[src/rtl/imem_loader_if.sv]
// Byte-stream load link and instruction fetch port of imem_loader.
// The host/debug side uses the master modport, the loader the slave modport.
interface imem_loader_if;
  logic [7:0]  byte_in;
  logic        byte_valid;
  logic        byte_ready;
  logic [31:0] addr;
  logic [31:0] instr;

  modport master (output byte_in, byte_valid, addr, input byte_ready, instr);
  modport slave  (input byte_in, byte_valid, addr, output byte_ready, instr);
endinterface

[src/rtl/imem_loader.sv]
// Writable DEPTH x 32 instruction memory loaded from a little-endian byte stream.
// Define IMEM_LOADER_CHECKSUM_EN to add the 4-byte XOR trailer check (CHECK state, chk_err).
module imem_loader #(
  parameter int DEPTH = 64
) (
  input  logic         clk,
  input  logic         reset_n,
  input  logic         start,
  input  logic [6:0]   num_words,
  imem_loader_if.slave bus,
  output logic         cpu_hold,
  output logic         done,
  output logic [6:0]   word_count,
  output logic         len_err,
  output logic         chk_err
);
  // state | meaning
  // IDLE  | after reset, core held, waiting for start
  // LOAD  | accepting program bytes, writing one word per 4 bytes
  // CHECK | accepting the 4-byte XOR trailer (checksum build only)
  // DONE  | load finished, core released unless the checksum failed

  localparam int AW = $clog2(DEPTH);

`ifdef IMEM_LOADER_CHECKSUM_EN
  typedef enum logic [1:0] {S_IDLE, S_LOAD, S_CHECK, S_DONE} state_t;
  localparam state_t S_POST = S_CHECK;
`else
  typedef enum logic [1:0] {S_IDLE, S_LOAD, S_DONE} state_t;
  localparam state_t S_POST = S_DONE;
`endif

  state_t      state_q, state_d;
  logic        ready_q, ready_d;
  logic        hold_d, done_d;
  logic [1:0]  lane_q;
  logic [23:0] asm_q;
  logic [6:0]  count_q, count_start;
  logic        over_len, start_ok, xfer, word_wr, last_word;
  logic [31:0] word_full;
  logic [31:0] mem [DEPTH];
  logic        unused_addr_bits;

  assign over_len    = 32'(num_words) > DEPTH;
  assign count_start = over_len ? 7'(DEPTH) : num_words;
  assign start_ok    = start && (state_q == S_IDLE || state_q == S_DONE);
  assign xfer        = bus.byte_valid && ready_q;
  assign word_full   = {bus.byte_in, asm_q};
  assign word_wr     = xfer && (state_q == S_LOAD) && (lane_q == 2'd3);
  assign last_word   = word_wr && ((word_count + 7'd1) == count_q);

  assign bus.byte_ready   = ready_q;
  assign bus.instr        = mem[bus.addr[AW+1:2]];
  assign unused_addr_bits = ^{bus.addr[31:AW+2], bus.addr[1:0]};

`ifdef IMEM_LOADER_CHECKSUM_EN
  logic [31:0] csum_q;
  logic        chk_last, chk_err_d;

  assign chk_last = xfer && (state_q == S_CHECK) && (lane_q == 2'd3);
`else
  assign chk_err = 1'b0;
`endif

  always_ff @(posedge clk or negedge reset_n) begin
    if (!reset_n) begin
      state_q  <= S_IDLE;
      ready_q  <= 1'b0;
      cpu_hold <= 1'b1;
      done     <= 1'b0;
`ifdef IMEM_LOADER_CHECKSUM_EN
      chk_err  <= 1'b0;
`endif
    end else begin
      state_q  <= state_d;
      ready_q  <= ready_d;
      cpu_hold <= hold_d;
      done     <= done_d;
`ifdef IMEM_LOADER_CHECKSUM_EN
      chk_err  <= chk_err_d;
`endif
    end
  end

  always_comb begin
    state_d = state_q;
    case (state_q)
      S_IDLE, S_DONE: begin
        if (start) state_d = (count_start == 7'd0) ? S_POST : S_LOAD;
      end
      S_LOAD: begin
        if (last_word) state_d = S_POST;
      end
`ifdef IMEM_LOADER_CHECKSUM_EN
      S_CHECK: begin
        if (chk_last) state_d = S_DONE;
      end
`endif
      default: state_d = S_IDLE;
    endcase
  end

  // Outputs are decoded from the next state so they leave the flops together with it.
  always_comb begin
    done_d = (state_d == S_DONE);
`ifdef IMEM_LOADER_CHECKSUM_EN
    ready_d   = (state_d == S_LOAD) || (state_d == S_CHECK);
    chk_err_d = chk_err;
    if (start_ok)      chk_err_d = 1'b0;
    else if (chk_last) chk_err_d = (word_full != csum_q);
    hold_d = !done_d || chk_err_d;
`else
    ready_d = (state_d == S_LOAD);
    hold_d  = !done_d;
`endif
  end

  always_ff @(posedge clk or negedge reset_n) begin
    if (!reset_n) begin
      word_count <= 7'd0;
      lane_q     <= 2'd0;
      asm_q      <= 24'd0;
      count_q    <= 7'd0;
      len_err    <= 1'b0;
    end else if (start_ok) begin
      word_count <= 7'd0;
      lane_q     <= 2'd0;
      asm_q      <= 24'd0;
      count_q    <= count_start;
      len_err    <= over_len;
    end else if (xfer) begin
      lane_q <= lane_q + 2'd1;
      case (lane_q)
        2'd0:    asm_q[7:0]   <= bus.byte_in;
        2'd1:    asm_q[15:8]  <= bus.byte_in;
        2'd2:    asm_q[23:16] <= bus.byte_in;
        default: asm_q        <= asm_q;
      endcase
      if (word_wr) word_count <= word_count + 7'd1;
    end
  end

`ifdef IMEM_LOADER_CHECKSUM_EN
  always_ff @(posedge clk or negedge reset_n) begin
    if (!reset_n)      csum_q <= 32'd0;
    else if (start_ok) csum_q <= 32'd0;
    else if (word_wr)  csum_q <= csum_q ^ word_full;
  end
`endif

  // Storage is deliberately not reset so a reset mid-load keeps already written words.
  always_ff @(posedge clk) begin
    if (word_wr) mem[word_count[AW-1:0]] <= word_full;
  end
endmodule

[src/flat_wrapper.sv]
// flat-port wrapper written by rule: the top's interface ports become plain ports
module imem_loader_flat 
#(
  parameter int DEPTH = 64
)
  (clk, reset_n, start, num_words, cpu_hold, done, word_count, len_err, chk_err, bus_byte_in, bus_byte_valid, bus_addr, bus_byte_ready, bus_instr);
  imem_loader_if bus_i ();
  input  logic clk;
  input  logic reset_n;
  input  logic start;
  input  logic [6:0] num_words;
  output logic cpu_hold;
  output logic done;
  output logic [6:0] word_count;
  output logic len_err;
  output logic chk_err;
  input wire logic [$bits(bus_i.byte_in)-1:0] bus_byte_in;
  input wire logic [$bits(bus_i.byte_valid)-1:0] bus_byte_valid;
  input wire logic [$bits(bus_i.addr)-1:0] bus_addr;
  output wire logic [$bits(bus_i.byte_ready)-1:0] bus_byte_ready;
  output wire logic [$bits(bus_i.instr)-1:0] bus_instr;
  assign bus_i.byte_in = bus_byte_in;
  assign bus_i.byte_valid = bus_byte_valid;
  assign bus_i.addr = bus_addr;
  assign bus_byte_ready = bus_i.byte_ready;
  assign bus_instr = bus_i.instr;
  imem_loader #(.DEPTH(DEPTH)) u_core (.clk(clk), .reset_n(reset_n), .start(start), .num_words(num_words), .bus(bus_i), .cpu_hold(cpu_hold), .done(done), .word_count(word_count), .len_err(len_err), .chk_err(chk_err));
endmodule
[config.mk]
export PLATFORM = sky130hd
export DESIGN_NAME = imem_loader_flat
export DESIGN_NICKNAME = d
export VERILOG_FILES = /design/src/rtl/imem_loader_if.sv /design/src/rtl/imem_loader.sv /design/src/flat_wrapper.sv
export SDC_FILE = /design/constraint.sdc
export NUM_CORES = 2
export LEC_CHECK = 0
export BUFFER_PORTS_ARGS = -buffer_cell sky130_fd_sc_hd__buf_2
export CORE_MARGIN = 3
export CORE_UTILIZATION = 60
export DETAILED_ROUTE_END_ITERATION = 7
export PLACE_DENSITY = 0.73
export SYNTH_ARGS = -nofsm -noshare
export SYNTH_HDL_FRONTEND = slang
export SYNTH_SLANG_ARGS = --single-unit
[constraint.sdc]
create_clock -name clk -period 7.4 [get_ports clk]
set_input_delay 1.48 -clock clk [delete_from_list [all_inputs] [get_ports clk]]
set_output_delay 1.48 -clock clk [all_outputs]
set_load 0.02 [all_outputs]
# Yosys cells after proc, flatten, opt, wreduce, memory -nomap -nowiden
# Memories as Yosys holds them, arrays and structs flattened.
# Index checks and enable logic that the tools add are counted.
[classes] n_eq_ne=8 mux=17 n_lt_le_gt_ge=1 add_sub_neg=2 n_reduce_logical=20
[op_table] operator="2-to-1 mux 24 bit" n=2
[op_table] operator="2-to-1 mux 7 bit" n=4
[op_table] operator="2-to-1 mux 8 bit" n=3
[op_table] operator="2-to-1 mux 2 bit" n=5
[op_table] operator="nonzero test 2 bit" n=5
[op_table] operator="== test 2 bit, second input constant" n=4
[op_table] operator="AND reduction 2 bit" n=4
[op_table] operator="adder 7 x 1 -> 7 bit, second input constant" n=1
[op_table] operator="== test 7 bit" n=1
[op_table] operator="> comparator 7 bit, second input constant" n=1
[op_table] operator="logical NOT 7 bit" n=1
[op_table] operator="== test 2 x 1 -> 1 bit, second input constant" n=3
[op_table] operator="logical AND 1 bit" n=5
[op_table] operator="logical NOT 2 bit" n=2
[op_table] operator="one-hot mux 2 bit (2 select lines)" n=1
[op_table] operator="adder 2 x 1 -> 2 bit, second input constant" n=1
[op_table] operator="2-to-1 mux 1 bit" n=2
[op_table] operator="OR reduction 2 bit" n=1
[op_table] operator="logical NOT 1 bit" n=1
[op_table] operator="logical OR 1 bit" n=1
[word_totals] output_inout_bits=44 mem_bits_rw=2048 in_bits=51 regBits=46 word_cells=60 n_memories=1
[mem_list] name="u_core.mem" words=64 width=32 read_ports=1 rd_clocked_by_memory_dff=0 wr=1 line="imem_loader.sv:41" source="logic [31:0] mem [DEPTH];"

# Logic depth before layout (Yosys ltp)
[logic_depth] word_depth=8 depth_mapped=10 mapped_depth_nobuf=6

# Least setup slack after synthesis
# No wires, ideal clock.
[synth_path] path_type="input -> register" start="input port bus_byte_valid" end="memory u_core.mem[1][0] (enable)" t_arrival_ns=5.781 path_buffers=1 path_stages=6 setup_time_ns=0.513 required_ns=6.887 setup_slack_ns=1.106 cell_sequence="nand2_1 > or3_1 > clkbuf_1 > nor2_1 > nand2_1 > nor4b_1"
[synth_via] elab_chain_cells=5
[synth_lines] item="from (decl)" line="flat_wrapper.sv:18" source="input wire logic [$bits(bus_i.byte_valid)-1:0] bus_byte_valid;"
[synth_lines] item="logical AND 1 bit" line="imem_loader.sv:47" source="assign xfer = bus.byte_valid && ready_q;"
[synth_lines] item="logical AND 1 bit (2 in a row)" line="imem_loader.sv:49" source="assign word_wr = xfer && (state_q == S_LOAD) && (lane_q == 2'd3);"
[synth_lines] item="2-to-1 mux 1 bit" line="imem_loader.sv:153" source="if (word_wr) mem[word_count[AW-1:0]] <= word_full;"
[synth_lines] item="2-to-1 mux 1 bit (implied by the code)" line="imem_loader.sv:153"
[synth_lines] item="to (decl)" line="imem_loader.sv:41"
# Every way passes these cells.

# Worst setup path after layout
[layout_path] start="input port bus_addr[4]" end="output port bus_instr[16]"
[layout_via] elab_chain_cells=1
[layout_lines] item="from (decl)" line="flat_wrapper.sv:19" source="input wire logic [$bits(bus_i.addr)-1:0] bus_addr;"
[layout_lines] item="memory read (64 x 32 bit)"
[layout_lines] item="to (decl)" line="flat_wrapper.sv:21" source="output wire logic [$bits(bus_i.instr)-1:0] bus_instr;"
# Every way passes these cells.

==> flow_summary.ini <==
[outcome]
outcome = completed

[timing]
tightest_slew_ns = 1.27
fin_crit_sh_pct = 88.2
hold_violations = 0
setup_viol = 0
slew_viol_final = 0
finClkSkew_ns = 0.0245
rsz0062_at_grt = false
relSlewSlack_pct = 15.1
fmax_mhz = 153
fin_setup_tns_ns = 0
period_needed_ns = 6.52

[power]
leakage_nw = 28.3
p_seq_share_pct = 57.6
ir_drop_v = 0.000316
sw_frac_of_total_pct = 23.5
p_comb_share_pct = 5.8
clock_power_share_pct = 36.6
power.density_mw_per_mm2 = 295
p_int_mw = 20.3
p_sw_mw = 6.22

[cts]
clkTransAtPathRegs_ns = 0.06
clock-sinks = 2094
htreeDepth = 4
hold_buffers = 0
cts_made_buffers = 197
cts-root-buf = clkbuf_16
postCtsSetupRepairBufs = 0
ctsResizeCount = 0
clk_latency_ns = 0.83
cts_max_path_buffers = 3
cts_tree = built

[floorplanning]
die_w_um = 372
io-pin-count = 95
die_y_um = 372
fp-row-count = 133
initial_utilization_pct = 60.7
fp.dieArea_mm2 = 0.138
core_mm2 = 0.132

[worst_setup_path]
r2r_cells = 6
path_max_fanout = 56
cp.arrival_ns = 5.04
cp-end-kind = output pin
reg2reg_to = u_core.mem[42][16]
worstSetupPathType = in -> out
slowest_stage = nor4_1
worst_path_largest_cell_delay_ns = 0.84
cp.required_ns = 5.92
critical_path.cell_chain = buf_8 > nand2b_1 > buf_4 > or2_1 > buf_4 > o22ai_1 > nor4_1 > buf_4 > a2bb2oi_1 > buf_2
r2r_setup_slack_ns = 3.36
r2r_start = u_core.lane_q[0]
startpoint_type = primary input
path_common_cell = buf_4

[finish]
multiInputGateArea_mm2 = 0.0168
n_fill_cell = 8053
layout-drive-gt1-share_pct = 29.1
nNetsFinal = 3888
final_cell_area_mm2 = 0.0897
area.growth.synth_to_final_pct = 11.9
seq_area_mm2 = 0.0627

[min_path]
worstHoldEndpoint = u_core.count_q[3]
min_path_cells = 2
hp-class = reg -> reg
hp-start = u_core.count_q[3]

[synthesis]
synth_common_cells = edfxtp_1, mux4_2, o22ai_1, nand2_1, nor2_1
synth_most_common_cell = edfxtp_1
synthFlopType = edfxtp_1
syn_avg_cell_area_um2 = 22.3
synth_edf_count = 2048
synth-seq-area-share_pct = 78.1
synth_top_area_cell = edfxtp_1
synth_top_area_share_pct = 76.7
synth-seq-cells = 2094
synth_area_leaders = edfxtp_1, mux4_2, dfrtp_1, o22ai_1, mux2_2
netlist_area_mm2 = 0.0802
synth_fp_nets = 3655
ys_warn_count = 0
postSynthCellCount = 3599
ys_types = 58
async_reset_ff_share_pct = 2.20

[place]
placed_cell_area_mm2 = 0.0836
io_buffers = 67
hpwl_mm = 105
gp_congestion = 0.784

[route]
vias = 39800
routedWlPerCell_um = 35.0
vias_per_cell = 6.92
totalWireLength_mm = 201
post-route-drc-count = 0
detail-route-antenna-nets = 0
drt-pass1-iter-count = 6
drtIter0Drc = 6229

[job]
maxCapViolCount = 0

[grt]
grt_pass1_vias = 39900
antenna_found_initial = 2
grtUsageMet1_pct = 42.8
met2_usage_pct = 45.8
gr-usage-all-layers_pct = 29.9
grt_start_max_net_pins = 101
grtUsageMet3_pct = 6.77
grt_pass1_wl_mm = 288
grt-ovfl-total = 0
grt_busiest_layer = met2
-- layer usage --
metal	routed length, µm	vias to the layer above
li1	-	15700
met1	74900	20900
met2	95300	2709
met3	22600	426
met4	8240	2
met5	18	-
-- kinds of logic after synthesis --
logic type	Yosys count	share of synthesized area (%)
XOR/XNOR	12	0.150
AO/OA/AOI/OAI	317	2.66
adder cells (fa/ha/maj)	5	0.0780
flip-flops	2094	78.1
multiplexers	607	15.3
other	1	0.00468
buffers and inverters	212	1.59
AND/OR/NAND/NOR	351	2.07
-- state kept, by name (all words and copies together), names as in the netlist --
register,count
u_core.len_err,1
u_core.bus.byte_ready,1
u_core.word_count,7
u_core.lane_q,2
u_core.state_q,2
u_core.asm_q,24
u_core.mem,2048
u_core.cpu_hold,1
u_core.count_q,7
u_core.done,1
-- power groups by stage --
stage / Clock (mW) / Combinational, mW / Sequential (mW)
after floorplan: 0 / 0.914 / 15.1
after global placement: 0 / 1.50 / 15.4
after detailed placement: 0 / 1.53 / 15.5
after CTS: 9.79 / 1.55 / 15.2
after global routing: 10.3 / 1.64 / 15.4
final: 9.70 / 1.55 / 15.3
-- cell type report --
class / count / share of cell area, %
tap: 1755 / 2.45
multi-input combinational: 1293 / 18.7
inverter: 5 / 0.0209
clock inverter: 96 / 0.901
antenna: 3 / 0.00836
sequential: 2094 / 69.8
timing repair buffer: 241 / 2.12
clock buffer: 263 / 5.98
-- critical path, delay by kind of cell --
kind                   cells  cell delay [ns]
AOI/OAI and AO/OA          2             0.37
buffers and inverters      5             1.55
and+or+nand+nor            3             1.58
-- cells in the final DEF (no fill, tap or decap), types with 5 or more instances in the layout --
cell,n
buf_2,63
a2bb2oi_1,10
mux2_2,57
and3_1,10
o21ai_0,39
clkbuf_8,8
o22a_1,12
xnor2_1,10
dfrtp_2,24
ha_1,5
edfxtp_1,2048
clkinv_2,31
clkbuf_1,53
a21oi_1,36
o22ai_1,129
o221ai_1,31
a31oi_1,12
nor2_4,61
clkinv_1,45
bufinv_16,12
o211ai_1,10
or2_2,10
nand3_1,35
nand3b_1,14
mux4_2,492
clkinv_8,5
buf_12,18
nor2_1,40
buf_4,157
nor4_1,22
nor3_1,8
nand2b_1,12
a221oi_1,26
mux2i_1,58
dfrtp_1,21
clkbuf_16,202
nand2_1,110
-- worst max-delay path by stage --
stage                        to           start  cells past startpoint
3_3_place_gp      bus_instr[16]     bus_addr[4]                     10
6_report          bus_instr[16]     bus_addr[4]                     10
3_5_place_dp      bus_instr[16]     bus_addr[4]                     10
4_1_cts           bus_instr[16]     bus_addr[4]                     10
5_1_grt           bus_instr[16]     bus_addr[2]                      8
2_1_floorplan  u_core.mem[1][0]  bus_byte_valid                      6
-- metrics by stage --
| stage | utilization (%) | hold slack [ns] | setup WS, ns | power, mW | instances |
|---|---|---|---|---|---|
| 5_1_grt | 67.9 | 0.512 | 0.804 | 27.3 | 5747 |
| 6_report | 67.9 | 0.486 | 0.876 | 26.5 | 5750 |
| 3_5_place_dp | 63.2 | 0.474 | 0.868 | 17.0 | 5388 |
| 4_1_cts | 67.9 | 0.489 | 0.812 | 26.6 | 5747 |
| 2_1_floorplan | - | 0.458 | 1.11 | 16.0 | 3599 |
| 3_3_place_gp | 63.2 | 0.470 | 0.861 | 16.9 | 5388 |
(Power assumes the default switching activity.)
